$ cat config.mk
export PLATFORM = sky130hd
export DESIGN_NAME = mem_byte_loader
export DESIGN_NICKNAME = d
export VERILOG_FILES = /design/src/rtl/mem_byte_loader.sv
export SDC_FILE = /design/constraint.sdc
export NUM_CORES = 1
export LEC_CHECK = 0
export ABC_CLOCK_PERIOD_IN_PS = 3090
export BUFFER_PORTS_ARGS = -buffer_cell sky130_fd_sc_hd__buf_2
export CAP_MARGIN = 20
export CORE_MARGIN = 2
export CORE_UTILIZATION = 28
export DETAILED_ROUTE_END_ITERATION = 10
export SLEW_MARGIN = 5
export SYNTH_ARGS = -nofsm -noshare
export SYNTH_HDL_FRONTEND = slang
export SYNTH_SLANG_ARGS = --single-unit
$ cat constraint.sdc
create_clock -name clk -period 3.09 [get_ports clk]
set_clock_uncertainty 0.1 [all_clocks]
set_input_delay 0.618 -clock clk [delete_from_list [all_inputs] [get_ports clk]]
set_output_delay 0.618 -clock clk [all_outputs]
set_load 0.02 [all_outputs]
$ cat src/rtl/mem_byte_loader.sv
// Purpose : fill stage that writes an upstream byte stream into a DEPTH x DATA_W array in address order.
// Latency : a byte is stored on the cycle it is accepted; rd_data is valid one cycle after rd_addr.
// Backpr. : in_ready is high only in LOAD and depends on registered state only; it drops after DEPTH bytes.
//
// Ports:
//   clk, reset      clock and synchronous active-high reset
//   start, abort    begin a load (IDLE/DONE only, start wins over abort) / cancel a load in progress
//   in_valid/in_ready/in_data   byte stream handshake into the array
//   load_done, byte_count, checksum   completion flag, accepted byte count, 8-bit modular sum
//   rd_addr, rd_data                  registered read port, read-before-write
//
// Build option: define MEM_LOADER_CLR_EN to zero the whole array on reset and on every accepted start.
// DATA_W must be at least 8, because the checksum sums the low byte of each word.

module mem_byte_loader #(
    parameter int DATA_W = 8,
    parameter int DEPTH  = 8,
    parameter int ADDR_W = 3
) (
    input  logic              clk,
    input  logic              reset,
    input  logic              start,
    input  logic              abort,
    input  logic              in_valid,
    input  logic [DATA_W-1:0] in_data,
    output logic              in_ready,
    output logic              load_done,
    output logic [ADDR_W:0]   byte_count,
    output logic [7:0]        checksum,
    input  logic [ADDR_W-1:0] rd_addr,
    output logic [DATA_W-1:0] rd_data
);

    typedef enum logic [1:0] {
        IDLE = 2'd0,
        LOAD = 2'd1,
        DONE = 2'd2
    } state_t;

    // Count value at which the next accepted byte completes the load.
    localparam int              LAST_I   = DEPTH - 1;
    localparam logic [ADDR_W:0] LAST_CNT = LAST_I[ADDR_W:0];

    state_t            state;
    state_t            state_nxt;
    logic [ADDR_W-1:0] wr_ptr;
    logic [ADDR_W:0]   cnt_q;
    logic [7:0]        sum_q;
    logic [DATA_W-1:0] mem [DEPTH];

    logic xfer;
    logic clr;

    // Abort beats a coincident transfer: nothing of that byte is recorded.
    assign xfer = (state == LOAD) && in_valid && !abort;
    // An accepted start; ignored while a load is running.
    assign clr  = (state != LOAD) && start;

    assign in_ready   = (state == LOAD);
    assign load_done  = (state == DONE);
    assign byte_count = cnt_q;
    assign checksum   = sum_q;

    always_comb begin
        state_nxt = state;
        case (state)
            IDLE: begin
                if (start) state_nxt = LOAD;
            end
            LOAD: begin
                if (abort)
                    state_nxt = IDLE;
                else if (xfer && (cnt_q == LAST_CNT))
                    state_nxt = DONE;
            end
            DONE: begin
                if (start) state_nxt = LOAD;
            end
            default: begin
                state_nxt = IDLE;
            end
        endcase
    end

    always_ff @(posedge clk) begin
        if (reset) begin
            state  <= IDLE;
            wr_ptr <= '0;
            cnt_q  <= '0;
            sum_q  <= '0;
        end else begin
            state <= state_nxt;
            if (clr) begin
                wr_ptr <= '0;
                cnt_q  <= '0;
                sum_q  <= '0;
            end else if (xfer) begin
                // DEPTH == 2**ADDR_W, so the pointer wraps by natural overflow.
                wr_ptr <= wr_ptr + 1'b1;
                cnt_q  <= cnt_q + 1'b1;
                sum_q  <= sum_q + in_data[7:0];
            end
        end
    end

`ifdef MEM_LOADER_CLR_EN
    always_ff @(posedge clk) begin
        if (reset || clr) begin
            for (int i = 0; i < DEPTH; i++) mem[i] <= '0;
        end else if (xfer) begin
            mem[wr_ptr] <= in_data;
        end
    end
`else
    // No bulk clear: entries not rewritten keep whatever they held before.
    always_ff @(posedge clk) begin
        if (!reset && xfer) mem[wr_ptr] <= in_data;
    end
`endif

    // Non-blocking read of the array gives the pre-write (and pre-clear) contents.
    always_ff @(posedge clk) begin
        if (reset) rd_data <= '0;
        else       rd_data <= mem[rd_addr];
    end

endmodule
# Yosys cells after proc, flatten, opt, wreduce, memory -nomap -nowiden
# Memories as Yosys holds them, arrays and structs flattened. A register that Yosys moved wholly into a read port is not among the register bits.
# Index checks and enable logic that the tools add are counted.
totals:
  register_bits: 17
  latch_bits: 0
  ram_bits: 64
  mem_bits_ro: 0
  input_bits: 16
  out_inout_bits: 22
  word_cells: 31
  n_memories: 1
classes:
  addsub: 3
  multipliers: 0
  div: 0
  order_cmp: 0
  eq_ne: 6
  shifts: 0
  muxes: 6
  n_bitwise: 0
  n_reduce_logical: 11
memory_table:
  columns: ["memory", "words", "width", "read_ports", "rd_ports_with_merged_regs", "write_ports", "line_no", "source"]
  rows:
  - ["mem", 8, 8, 1, 1, 1, "49", "logic [DATA_W-1:0] mem [DEPTH];"]
op_table:
  columns: ["op", "count"]
  rows:
  - ["$add 8x8->8", 1]
  - ["$mux 2", 3]
  - ["$logic_and 1x1->1", 5]
  - ["$add 4x1->4 const B", 1]
  - ["$eq 4x3->1 const B", 1]
  - ["$ne 2x1->1 const B", 2]
  - ["$pmux 2 s2", 1]
  - ["$reduce_or 2->1", 2]
  - ["$add 3x1->3 const B", 1]
  - ["$ne 3x2->1 const B", 1]
  - ["$eq 2x1->1 const B", 1]
  - ["$eq 2x2->1 const B", 1]
  - ["$logic_not 1->1", 2]
  - ["$logic_not 2->1", 1]
  - ["$mux 1", 2]
  - ["$reduce_and 2->1", 1]

# Logic depth before layout (Yosys ltp)
# Gate-level depths: netlist of run 1.
depth:
  word_depth: 7
  depth_mapped: 8
  mapped_depth_nobuf: 8

# Worst setup path before layout of run 1
# OpenSTA, ideal clock, no wires.
synth_timing:
  path_type: "input -> register"
  startpoint: "input abort"
  endpoint: "memory mem[0][0], enable pin"
  setup_ns: 0.398
  arrival_ns: 1.862
  setup_slack_ns: 0.730
  stages: 2
  path_buffers: 0
  cell_sequence: "nand3b_1 nor4b_1"
synth_via:
  elab_chain_cells: 5
synth_rtl:
  columns: ["item", "line_no", "source"]
  rows:
  - ["start, declared", "23", "input logic abort,"]
  - ["$logic_not 1->1", "55", "assign xfer = (state == LOAD) && in_valid && !abort;"]
  - ["$logic_and 1x1->1", "55", null]
  - ["$logic_and 1x1->1", "117", "if (!reset && xfer) mem[wr_ptr] <= in_data;"]
  - ["$mux 1", "117", null]
  - ["$mux 1 (implied by the code)", "117", null]
  - ["end, declared", "49", null]
# Every way passes these cells.

# Worst setup path after layout of run 1
layout_timing:
  startpoint: "input in_data[0]"
  endpoint: "register sum_q[6], in the netlist checksum[6]"
layout_via:
  elab_chain_cells: 1
layout_rtl:
  columns: ["item", "line_no", "source"]
  rows:
  - ["start, declared", "25", "input logic [DATA_W-1:0] in_data,"]
  - ["$add 8x8->8", "101", "sum_q <= sum_q + in_data[7:0];"]
  - ["end signal, assigned", "101", null]
  - ["end, declared", "48", "logic [7:0] sum_q;"]
# Every way passes these cells.
# A chain may end at the register's enable or synchronous reset.

==> results of run 1 <==
sequential cells by signal, summed over array words and instances, names as in the netlist:
register and count:
checksum 8, byte_count 4, state 2, rd_data 8, mem 64, wr_ptr 3
worst max-delay path: stages:
cell      delay (ns)
buf_2           0.18
ha_1            0.20
inv_1           0.06
fa_1            0.39
nand2b_1        0.18
a21oi_1         0.19
o21a_1          0.14
or3_1           0.10
nand3_1         0.06
synth_stat cells:
| cell type | n |
|---|---|
| a211oi_1 | 2 |
| nor4b_1 | 1 |
| clkbuf_2 | 1 |
| ha_1 | 9 |
| nand2_2 | 1 |
| nand3_1 | 5 |
| inv_1 | 4 |
| nor4_2 | 1 |
| nand2b_4 | 1 |
| xor2_1 | 3 |
| o21ai_1 | 1 |
| nor3b_4 | 1 |
| o21a_1 | 2 |
| mux2i_1 | 8 |
| nor2b_1 | 2 |
| nand2_1 | 16 |
| edfxtp_1 | 64 |
| clkbuf_1 | 1 |
| nor3_1 | 5 |
| buf_6 | 2 |
| nor2_1 | 23 |
| nand3b_1 | 2 |
| o21ai_0 | 4 |
| buf_1 | 2 |
| o41ai_1 | 1 |
| nand4_1 | 1 |
| buf_2 | 2 |
| nand2b_1 | 5 |
| fa_1 | 1 |
| o31ai_1 | 1 |
| and3_1 | 1 |
| mux4_2 | 16 |
| o311ai_1 | 1 |
| a211oi_2 | 1 |
| or3_1 | 1 |
| dfxtp_1 | 25 |
| nand4b_1 | 1 |
| buf_4 | 1 |
| xnor2_1 | 3 |
| a21oi_1 | 12 |
| a21oi_2 | 2 |
| nand3_2 | 1 |
| a21o_1 | 2 |
final timing paths:
path | from | to | depth (start not counted)
hold / removal | checksum[2] | checksum[2] | 2
hold reg to reg | checksum[2] | checksum[2] | 2
setup / recovery | in_data[0] | checksum[6] | 9
setup reg to reg | state[0] | mem[6][5] | 5
per-layer routing:
metal | wire length, microns | GRT usage (%) | share of wire [%]
met1 | 3480 | 14.7 | 48
met2 | 3450 | 18.0 | 48
met3 | 265 | 3.62 | 3.7
met4 | 57 | 2.94 | 0.79
met5 | 0 | 0 | 0
kinds of logic after synthesis:
logic type / Yosys count
mux: 24
simple gates: 68
xor+xnor: 6
flops: 89
buf+inv: 13
compound gates: 29
fa+ha+maj: 10
final cells by class:
cell class	count	share of cell area, %
Sequential cell	89	55.6
Inverter	4	0.345
Timing Repair Buffer	47	5.98
Clock inverter	6	1.15
Clock buffer	10	5.26
Tap cell	172	4.94
Multi-Input combinational cell	137	26.7
stage by stage:
stage / hold slack (ns) / cells / util, % / area, sq um / setup slack (ns)
2_1_floorplan: 0.412 / 239 / - / 3660 / 0.730
3_3_place_gp: 0.360 / 449 / 32.2 / 4080 / 0.771
3_5_place_dp: 0.366 / 449 / 32.2 / 4080 / 0.742
4_1_cts: 0.378 / 465 / 34.4 / 4360 / 1.10
5_1_grt: 0.399 / 465 / 34.4 / 4360 / 0.956
6_report: 0.372 / 465 / 34.4 / 4360 / 1.08
where the power goes:
part	internal, W	total, W	leakage, nW	switching, W
logic	0.0000537	0.000138	0.632	0.0000845
clock network	0.000553	0.00100	0.130	0.000448
registers	0.00129	0.00129	0.779	0.00000528
total	0.00189	0.00243	1.54	0.000538
==> results.md, run 1 <==
- The flow ran to the end, and the final reports show no timing, DRC or antenna violations.
- In the final timing run, aggregate negative setup slack is 0 ns.
- The number of port buffers is 37.
- The horizontal die dimension is 118 microns.
- In this run the vertical extent of the chip is 118 microns.
- The number of cells produced by synthesis is 239.
- The later pin in the worst-skew pair is clocked with a latency of 0.33 ns.
- The initial antenna violation count came to 0.
- The weighted congestion at the end of routability-driven global placement is 0.758.
- Buffers inserted to repair hold after CTS numbered 0.
- After filler insertion, the fill cell instance count of the layout stands at 1,274.
- The tool flagged a number of max-cap violations equal to 0.
- The initial cell density of the core is 28.9%.
- The count of final max-slew check failures is 0.
- Across all register-to-register paths, the minimum setup slack is 1.21 ns.
- At the pin with the least slew margin, the transition time is 0.570 ns.
- After floorplanning, the core was sized to cover 12,700 sq um.
- In this run, post-CTS repair resized a total of 0 instances.
- Leaving out fill and tap cells, the most frequent cell in the layout is edfxtp_1.
- The number of nets produced by synthesis is 265.
- The share of synthesized cell area in full adder, half adder and majority cells is 3.63%.
- The synthesized netlist occupies a cell area of 3660 sq um.
- The first detailed-routing pass ran for 4 iterations.
- The final routed wirelength across all metal layers is 7250 microns.
- The setup path with the least slack is of type in2reg.
- The synthesized netlist devotes 5.06% of its cell area to compound gates.
- The top-level port count is 38.
- The highest ir drop seen on vdd is 232 uV.
- The number of endpoints with negative hold slack in the final report came to 0.
- For the worst setup path, the data required time is 3.20 ns.
- The area of the die is 14,000 sq um.
- The share of synthesized area in the top cell type comes to 52.5%.
- The area of the multi-input gates is 1160 sq um.
- The top fanout value on the critical path is 9.
- The post-synthesis sequential element count is 89.
- The fraction of the yosys area taken by sequential cells is 66.2%.
- The final critical delay including setup and external delays is 2.01 ns.
- For this run, the number of Yosys warnings is 0.
- The total overflow reported by the global router is 0.
- For this block, the initial DRC count from the detailed router was 109.
- The simple logic cell fraction of the synthesized area is 9.65%.
- Across all layers, the routed design uses 2,135 vias.
- The standard-cell row count is 41.
- Yosys attributes the largest share of cell area to edfxtp_1 53%, dfxtp_1 14%, mux4_2 9.9%, ha_1 3.1%, nor2_1 2.4%.
- The area taken by flip-flops and latches is 2420 sq um.
- For this design the static power due to leakage is 1.54 nW.
- Setup repair after global routing left no endpoint under its margin.
- TritonCTS built the clock tree.
- STA classifies the critical path startpoint as an input port.
- The first global-routing pass estimated 11,900 microns of wire.
- The count of different cell masters after synthesis is 43.
- Cells with a size suffix above 1 make up 29.4% of the layout.
- The number of levels the H-tree was split into is 3.
- The biggest area contributor in the post-synthesis netlist is edfxtp_1.
- TritonCTS created 9 clock buffers.
- The final net count is 314.
- The total power draw is 0.00243 W.
- The worst hold path class is reg2reg.
- The longest clock path from root to sink contains 2 buffers.
- The post-synthesis xor/xnor area fraction is 1.44%.
- The clock slew seen by the registers of the worst setup and hold paths is 0.06 ns.
- The number of global-route vias before repair was 2,217.
- 0 antenna diodes ended up in the layout.
- Relative to the synthesized area, the layout overhead comes to 19.1%.
- The relative slew slack is 62.0%.
- STA classifies the critical path endpoint as a register.
- Detailed placement finished with a half-perimeter wire length of 4830 microns.
- In the layout the commonest cells are 64 x edfxtp_1, 37 x buf_2, 25 x dfxtp_1.
- In this run the power density over the cells is 558 nW/um^2.
- Once the clock tree was built, the setup fixing pass inserted 0 buffers.
- By area, the combinational part of the netlist is dominated by multiplexers.
- The final setup violation count is 0.
- The detail route stage leaves a number of antenna-violating nets equal to 0.
- The ratio of final minimum period to clock period is 65.2%.
- Of the post-synthesis cell area, the part taken by muxes is 12.0%.
- The final routed wire length divided by cell count is 15.6 microns.
- For this run, the top clock speed supported by timing is 0.496 GHz.
- The pin count of the biggest net entering global routing is 18.
- The clock sink count is 89.
- The cell at the root of the clock tree is clkbuf_16.
- At the worst endpoint, the arrival time is 2.13 ns.
- For this run, design rule violations remaining after detail routing come to 0.
- The total routing usage reported by global routing is 11.2%.
- The mean instance size in the synthesized netlist is 15.3 sq um.
- After detailed routing, the number of vias per cell comes to 4.59.
(Power assumes the default switching activity.)
==> run 2: changes to the inputs <==
--- a/config.mk
+++ b/config.mk
@@ -5,7 +5,7 @@
 export SDC_FILE = /design/constraint.sdc
 export NUM_CORES = 1
 export LEC_CHECK = 0
-export ABC_CLOCK_PERIOD_IN_PS = 3090
+export ABC_CLOCK_PERIOD_IN_PS = 1700
 export BUFFER_PORTS_ARGS = -buffer_cell sky130_fd_sc_hd__buf_2
 export CAP_MARGIN = 20
 export CORE_MARGIN = 2
==> constraint.sdc (replaced) <==
create_clock -name clk -period 1.7 [get_ports clk]
set_clock_uncertainty 0.1 [all_clocks]
set_input_delay 0.34 -clock clk [delete_from_list [all_inputs] [get_ports clk]]
set_output_delay 0.34 -clock clk [all_outputs]
set_load 0.02 [all_outputs]
==> results.md, run 2 (synthesized netlist as in run 1, its figures left out) <==
- The run finished, with violations left.
- The checks that failed: setup timing.
- Final hold analysis gives a worst-case slack of 0.175 ns.
- The depth of the worst register-to-register path is 8.
- The initial antenna violation count is 0.
- The instance area after placement is 4490 sq um.
- The flip-flop count of the largest register after layout is 64.
- The fraction of final layout cells sized beyond drive strength 1 is 41.6%.
- The clock slew seen by the registers of the worst setup and hold paths is 0.07 ns.
- The area taken by flip-flops and latches is 2430 sq um.
- Setup violations remaining at the end of the flow were counted as 1.
- The critical path is of the reg2reg type.
- The area growth from synthesis to layout is 32.6%.
- The first-pass GRT wire length is 12,500 microns.
- The number of endpoints with negative hold slack in the final report was 0.
- The most common cell after layout, fill and taps aside is edfxtp_1.
- The power per cell area is 992 nW/um^2.
- In this run the count of I/O pins placed on the die edge is 38.
- The relative slew slack is 75.8%.
- The kind of start point of the critical path is a register.
- The repair_antennas step left the layout with diodes totalling 0.
- The highest clock frequency the design can meet is 0.580 GHz.
- Summing all multi-input logic gate instances after layout gives 1300 sq um.
- The remaining number of nets flagged by the antenna check after routing is 0.
- Global routing consumed, on the met2 layer, 19.3% of the routing resources.
- The final layout contains routed wiring with a total length of 7720 microns.
- The count of final max-slew check failures came to 0.
- VDD sags by at most 626 uV.
- The busiest metal layer after global routing is met2.
- The pin count of the biggest net entering global routing is 17.
- The number of global-route vias before repair is 2,301.
- After global routing the overflow that remains totals 0.
- The slew of the pin with the lowest slew margin is 0.363 ns.
- The top fanout value on the critical path is 3.
- The post-layout instance area is 4850 sq um.
- The layout has 1,193 filler cells.
- The data arrival time at the worst-slack endpoint is 1.90 ns.
- The first routing iteration left 163 violations.
- The tool flagged a number of max-cap violations equal to 0.
- The floorplan step defined a die boundary enclosing 14,000 sq um.
- Setup repair after global routing could not meet its margin everywhere.
- After detailed routing, the number of vias per cell comes to 4.45.
- The height of the chip is 118 microns.
- The number of levels the H-tree was split into is 3.
- The reg-to-reg setup timing slack is -0.03 ns.
- The ratio of final minimum period to clock period is 101%.
- The cell at the root of the clock tree is clkbuf_16.
- The horizontal die dimension is 118 microns.
- The clock passes through at most 2 buffers.
- The standard-cell row count is 41.
- The leakage power figure is 1.75 nW.
- The total via count in the routed design is 2,190.
- The global routing usage on met3 is 2.65%.
- For this run, design rule violations remaining after detail routing come to 0.
- The worst setup path is captured at a register.
- The least setup slack across all paths after layout is -0.0252 ns.
- The TritonCTS clock tree is built.
- The weighted congestion at the end of routability-driven global placement is 0.765.
- The number of buffers added by the clock tree synthesis step is 9.
- Global routing consumed, on the met1 layer, 15.1% of the routing resources.
- The post-detailed-placement half-perimeter wirelength is 5340 microns.
- The final critical delay including setup and external delays is 1.73 ns.
- The final net count is 341.
- The accumulated negative setup slack is -0.0252 ns.
- The core box area is 12,700 sq um.
- The data required time at the worst endpoint is 1.88 ns.
- Ranked by flip-flop count, first place goes to mem.
- The clock sink count is 89.
- Buffers added to address setup during post-CTS repair amount to 0.
- Cells fill 38.3% of the core in the end.
- Global routing used 11.7% of the available tracks across all layers.
- The number of port buffers is 37.
- The count of TritonRoute iterations in the first routing pass is 4.
- The cts-stage hold buffer count is 0.
- The min-delay analysis places its worst path in the category in2reg.
- The final routed wire length divided by cell count is 15.7 microns.
- The later pin in the worst-skew pair is clocked with a latency of 0.33 ns.
- The cell depth of the worst min-delay path is 1.
- In the layout the commonest cells are 64 x edfxtp_1, 37 x buf_2, 29 x buf_4.
- The initial utilization of the core area, before any placement, comes to 28.9%.
## run 2: worst max-delay path, cell delays in order (launching register included)
cell,delay [ns]
dfxtp_4,0.35
ha_4,0.16
inv_2,0.05
fa_2,0.21
nand2b_4,0.13
a21oi_2,0.05
o21a_1,0.18
or3_1,0.35
nand3_1,0.08
## run 2: timing repair
action / in CTS / in global routing
endpoints found under the setup margin: 3 / 3
pin swaps: 1 / 0
gates resized for setup: 6 / 2
## run 2: cell type report
type / instances / area share, %
clock buffer: 9 / 4.65
timing repair buffer: 74 / 11.6
tap: 172 / 4.44
clock inverter: 7 / 2.09
inverter: 4 / 0.310
multi-input combinational: 137 / 26.8
sequential: 89 / 50.1
## run 2: worst paths after layout
path | start | to
worst min-delay path | in_data[1] | mem[6][1]
worst max-delay path | checksum[0] | checksum[6]
worst min register to register | checksum[2] | checksum[2]
worst max register to register | checksum[0] | checksum[6]
## run 2: metal layers
metal	part of all wire [%]	up-vias	routed length (microns)
li1	-	1062	-
met1	45	1079	3500
met2	50	42	3820
met3	3.9	7	304
met4	1.2	0	95
met5	0	-	0
## run 2: where the power goes
group	internal (W)	total, W	switching (W)
clock	0.00130	0.00214	0.000845
combinational	0.000143	0.000314	0.000171
sequential	0.00234	0.00235	0.00000869
total	0.00378	0.00481	0.00102
## run 2: stage by stage
step | setup WS [ns] | power [W] | cells
final | -0.0252 | 0.00481 | 492
after global routing | -0.0834 | 0.00498 | 492
after CTS | -0.0143 | 0.00486 | 492
after detailed placement | -0.316 | 0.00271 | 476
after global placement | -0.239 | 0.00270 | 476
after floorplan | -0.117 | 0.00257 | 239
==> run 3: changes to the inputs <==
--- a/config.mk
+++ b/config.mk
@@ -5,12 +5,13 @@
 export SDC_FILE = /design/constraint.sdc
 export NUM_CORES = 1
 export LEC_CHECK = 0
-export ABC_CLOCK_PERIOD_IN_PS = 1700
-export BUFFER_PORTS_ARGS = -buffer_cell sky130_fd_sc_hd__buf_2
+export ABC_CLOCK_PERIOD_IN_PS = 1800
+export BUFFER_PORTS_ARGS = -buffer_cell sky130_fd_sc_hd__buf_4
 export CAP_MARGIN = 20
 export CORE_MARGIN = 2
 export CORE_UTILIZATION = 28
 export DETAILED_ROUTE_END_ITERATION = 10
+export SETUP_SLACK_MARGIN = 0.4
 export SLEW_MARGIN = 5
 export SYNTH_ARGS = -nofsm -noshare
 export SYNTH_HDL_FRONTEND = slang
==> constraint.sdc (replaced) <==
create_clock -name clk -period 1.8 [get_ports clk]
set_clock_uncertainty 0.1 [all_clocks]
set_input_delay 0.36 -clock clk [delete_from_list [all_inputs] [get_ports clk]]
set_output_delay 0.36 -clock clk [all_outputs]
set_load 0.02 [all_outputs]
==> results.md, run 3 (synthesized netlist as in run 1, its figures left out) <==
- The number of port buffers is 37.
- Static timing analysis puts the maximum clock frequency at 0.582 GHz.
- The clock passes through at most 2 buffers.
- The number of endpoints with negative hold slack in the final report is 0.
- Data on the critical path arrives at its endpoint at 1.84 ns.
- The data required time at the worst endpoint is 1.92 ns.
- Dividing the final minimum period by the clock period gives 95.5%.
- The kind of start point of the critical path is a register.
- The critical path contains buffers and inverters numbering 0 combined.
- The gate family responsible for the most delay along the worst path is compound AO/OA/AOI/OAI gates.
- The critical-path cell with the highest stage delay is dfxtp_4.
- The final setup violation count is 0.
- The number of antenna diodes in the final layout is 0.
- The area of the die is 14,000 sq um.
- The final critical delay including setup and external delays is 1.72 ns.
- Summed over all cells, the static leakage comes to 1.88 nW.
- The initial antenna violation count is 0.
- Leaving out fill and tap cells, the most frequent cells in the layout are 64 x edfxtp_1, 53 x buf_4, 20 x nor2_1.
- The most critical setup path has its startpoint at checksum[2].
- After the last flow step, the layout net total stands at 348.
- The floorplan step set the die width to 118 microns.
- The worst min-delay path endpoint is mem[3][2].
- Max-cap violations in this run came to 0.
- Setup repair after global routing could not meet its margin everywhere.
- The total routing usage reported by global routing is 11.9%.
- Along the worst hold path, the cell count comes to 1.
- The worst-skew pair later-pin latency is 0.34 ns.
- The clock slew seen by the registers of the worst setup and hold paths is 0.06 ns.
- The relative slew slack is 74.5%.
- Buffers inserted to repair hold after CTS numbered 0.
- The run finished with clean final reports.
- After the first detailed-routing iteration, the DRC count stood at 103.
- The highest ir drop seen on vdd is 521 uV.
- The worst hold path begins at in_data[2].
- The total via count in the routed design is 2,265.
- For this configuration, the core starts out at a cell density of 28.9%.
- The largest stage delay on the critical path is 0.35 ns.
- The cell at the root of the clock tree is clkbuf_16.
- The post-route netlist has 51.1% of its cells at a drive strength greater than 1.
- Leaving out fill and tap cells, the most frequent cell in the layout is edfxtp_1.
- The TritonCTS clock tree is built.
- The clock sink count is 89.
- The first-pass GRT wire length is 12,700 microns.
- The core region is 12,700 sq um.
- Wires add up to 8110 microns.
- Hold timing on the final database bottoms out at a slack of 0.187 ns.
- The number of global-route vias before repair is 2,331.
- Summed over all nets, the half-perimeter wirelength after detailed placement is 5190 microns.
- For this design the top-level I/O count stands at 38.
- For this run, design rule violations remaining after detail routing come to 0.
- In this run the core area contains 41 standard-cell rows.
- In this run the critical register-to-register path is launched from checksum[2].
- The number of cells on the worst reg-to-reg path is 6.
- The number of cells after detailed placement is 458.
- Ranked by flip-flop count, first place goes to mem.
- The ratio of routed vias to standard cells is 4.54.
- The endpoint of the worst-slack reg-to-reg timing path is checksum[7].
- The area added between synthesis and finish is 45.4%.
- Global routing finished with a remaining overflow of 0.
- The detail route stage leaves a number of antenna-violating nets equal to 0.
- Power spread over the standard cell area amounts to 884 nW/um^2.
- The number of levels the H-tree was split into is 3.
- The count of final max-slew check failures was 0.
- The worst setup path is captured at a register.
- The design draws 0.00470 W.
- The pin count of the biggest net entering global routing is 17.
- Dividing the detail-routed wire length by the instance count gives 16.2 microns.
- The path class of the tightest hold or removal check is in2reg.
- The height of the chip is 118 microns.
- The flip-flop count of the largest register after layout is 64.
- The final cell count without fillers is 499.
- The count of TritonRoute iterations in the first routing pass is 4.
- Across all register-to-register paths, the minimum setup slack is 0.08 ns.
- The top fanout value on the critical path is 3.
- Walking the worst path, the cells encountered are ha_4 > a21oi_4 > a211oi_4 > o21a_1 > o311ai_2 > o41ai_2.
- The slew of the pin with the lowest slew margin is 0.382 ns.
- Buffers inserted during clock tree synthesis total 9.
- The weighted congestion at the end of routability-driven global placement is 0.781.
- The critical path is of the reg2reg type.
## run 3: metrics by stage
step | utilization (%) | area (sq um) | setup slack [ns] | setup TNS [ns]
floorplan | - | 3840 | -0.0173 | -0.521
global placement | 35.5 | 4500 | -0.0904 | -0.123
detailed placement | 35.5 | 4500 | -0.123 | -0.225
CTS | 39.7 | 5030 | 0.0889 | 0
global route | 42.0 | 5320 | -0.00600 | -0.00600
finish | 42.0 | 5320 | 0.0808 | 0
## run 3: timing repair
item | 4_1_cts | 5_1_grt
endpoints found under the setup margin | 80 | 85
pin swaps | 11 | 22
gates resized for setup | 13 | 37
gates cloned | 0 | 1
buffers inserted | 13 | 11
## run 3: power by group
group	internal, W	switching, W	total, W
Sequential	0.00221	0.0000120	0.00222
Clock	0.00137	0.000767	0.00213
Combinational	0.000174	0.000177	0.000351
Total	0.00375	0.000956	0.00470
## run 3: worst max-delay path by stage
stage | to | cells after the start
after global placement | checksum[6] | 9
after CTS | checksum[6] | 8
after detailed placement | checksum[6] | 9
after floorplan | mem[0][0] | 4
after global routing | checksum[7] | 6
final | checksum[7] | 6
## run 3: per-layer routing
layer / share of wire (%) / global-route usage (%) / wire length [microns]
met2: 52 / 19.8 / 4180
met1: 43 / 14.8 / 3490
met5: 0 / 0 / 0
met4: 0.91 / 2.03 / 74
met3: 4.5 / 4.63 / 363
## run 3: area by class of cell
cell class | instances | area, sq um
Clock inverter | 6 | 115
Fill cell | 1142 | 7350
Timing Repair Buffer | 81 | 836
Multi-Input combinational cell | 137 | 1470
Clock buffer | 10 | 229
Inverter | 4 | 15.0
Tap cell | 172 | 215
Sequential cell | 89 | 2440
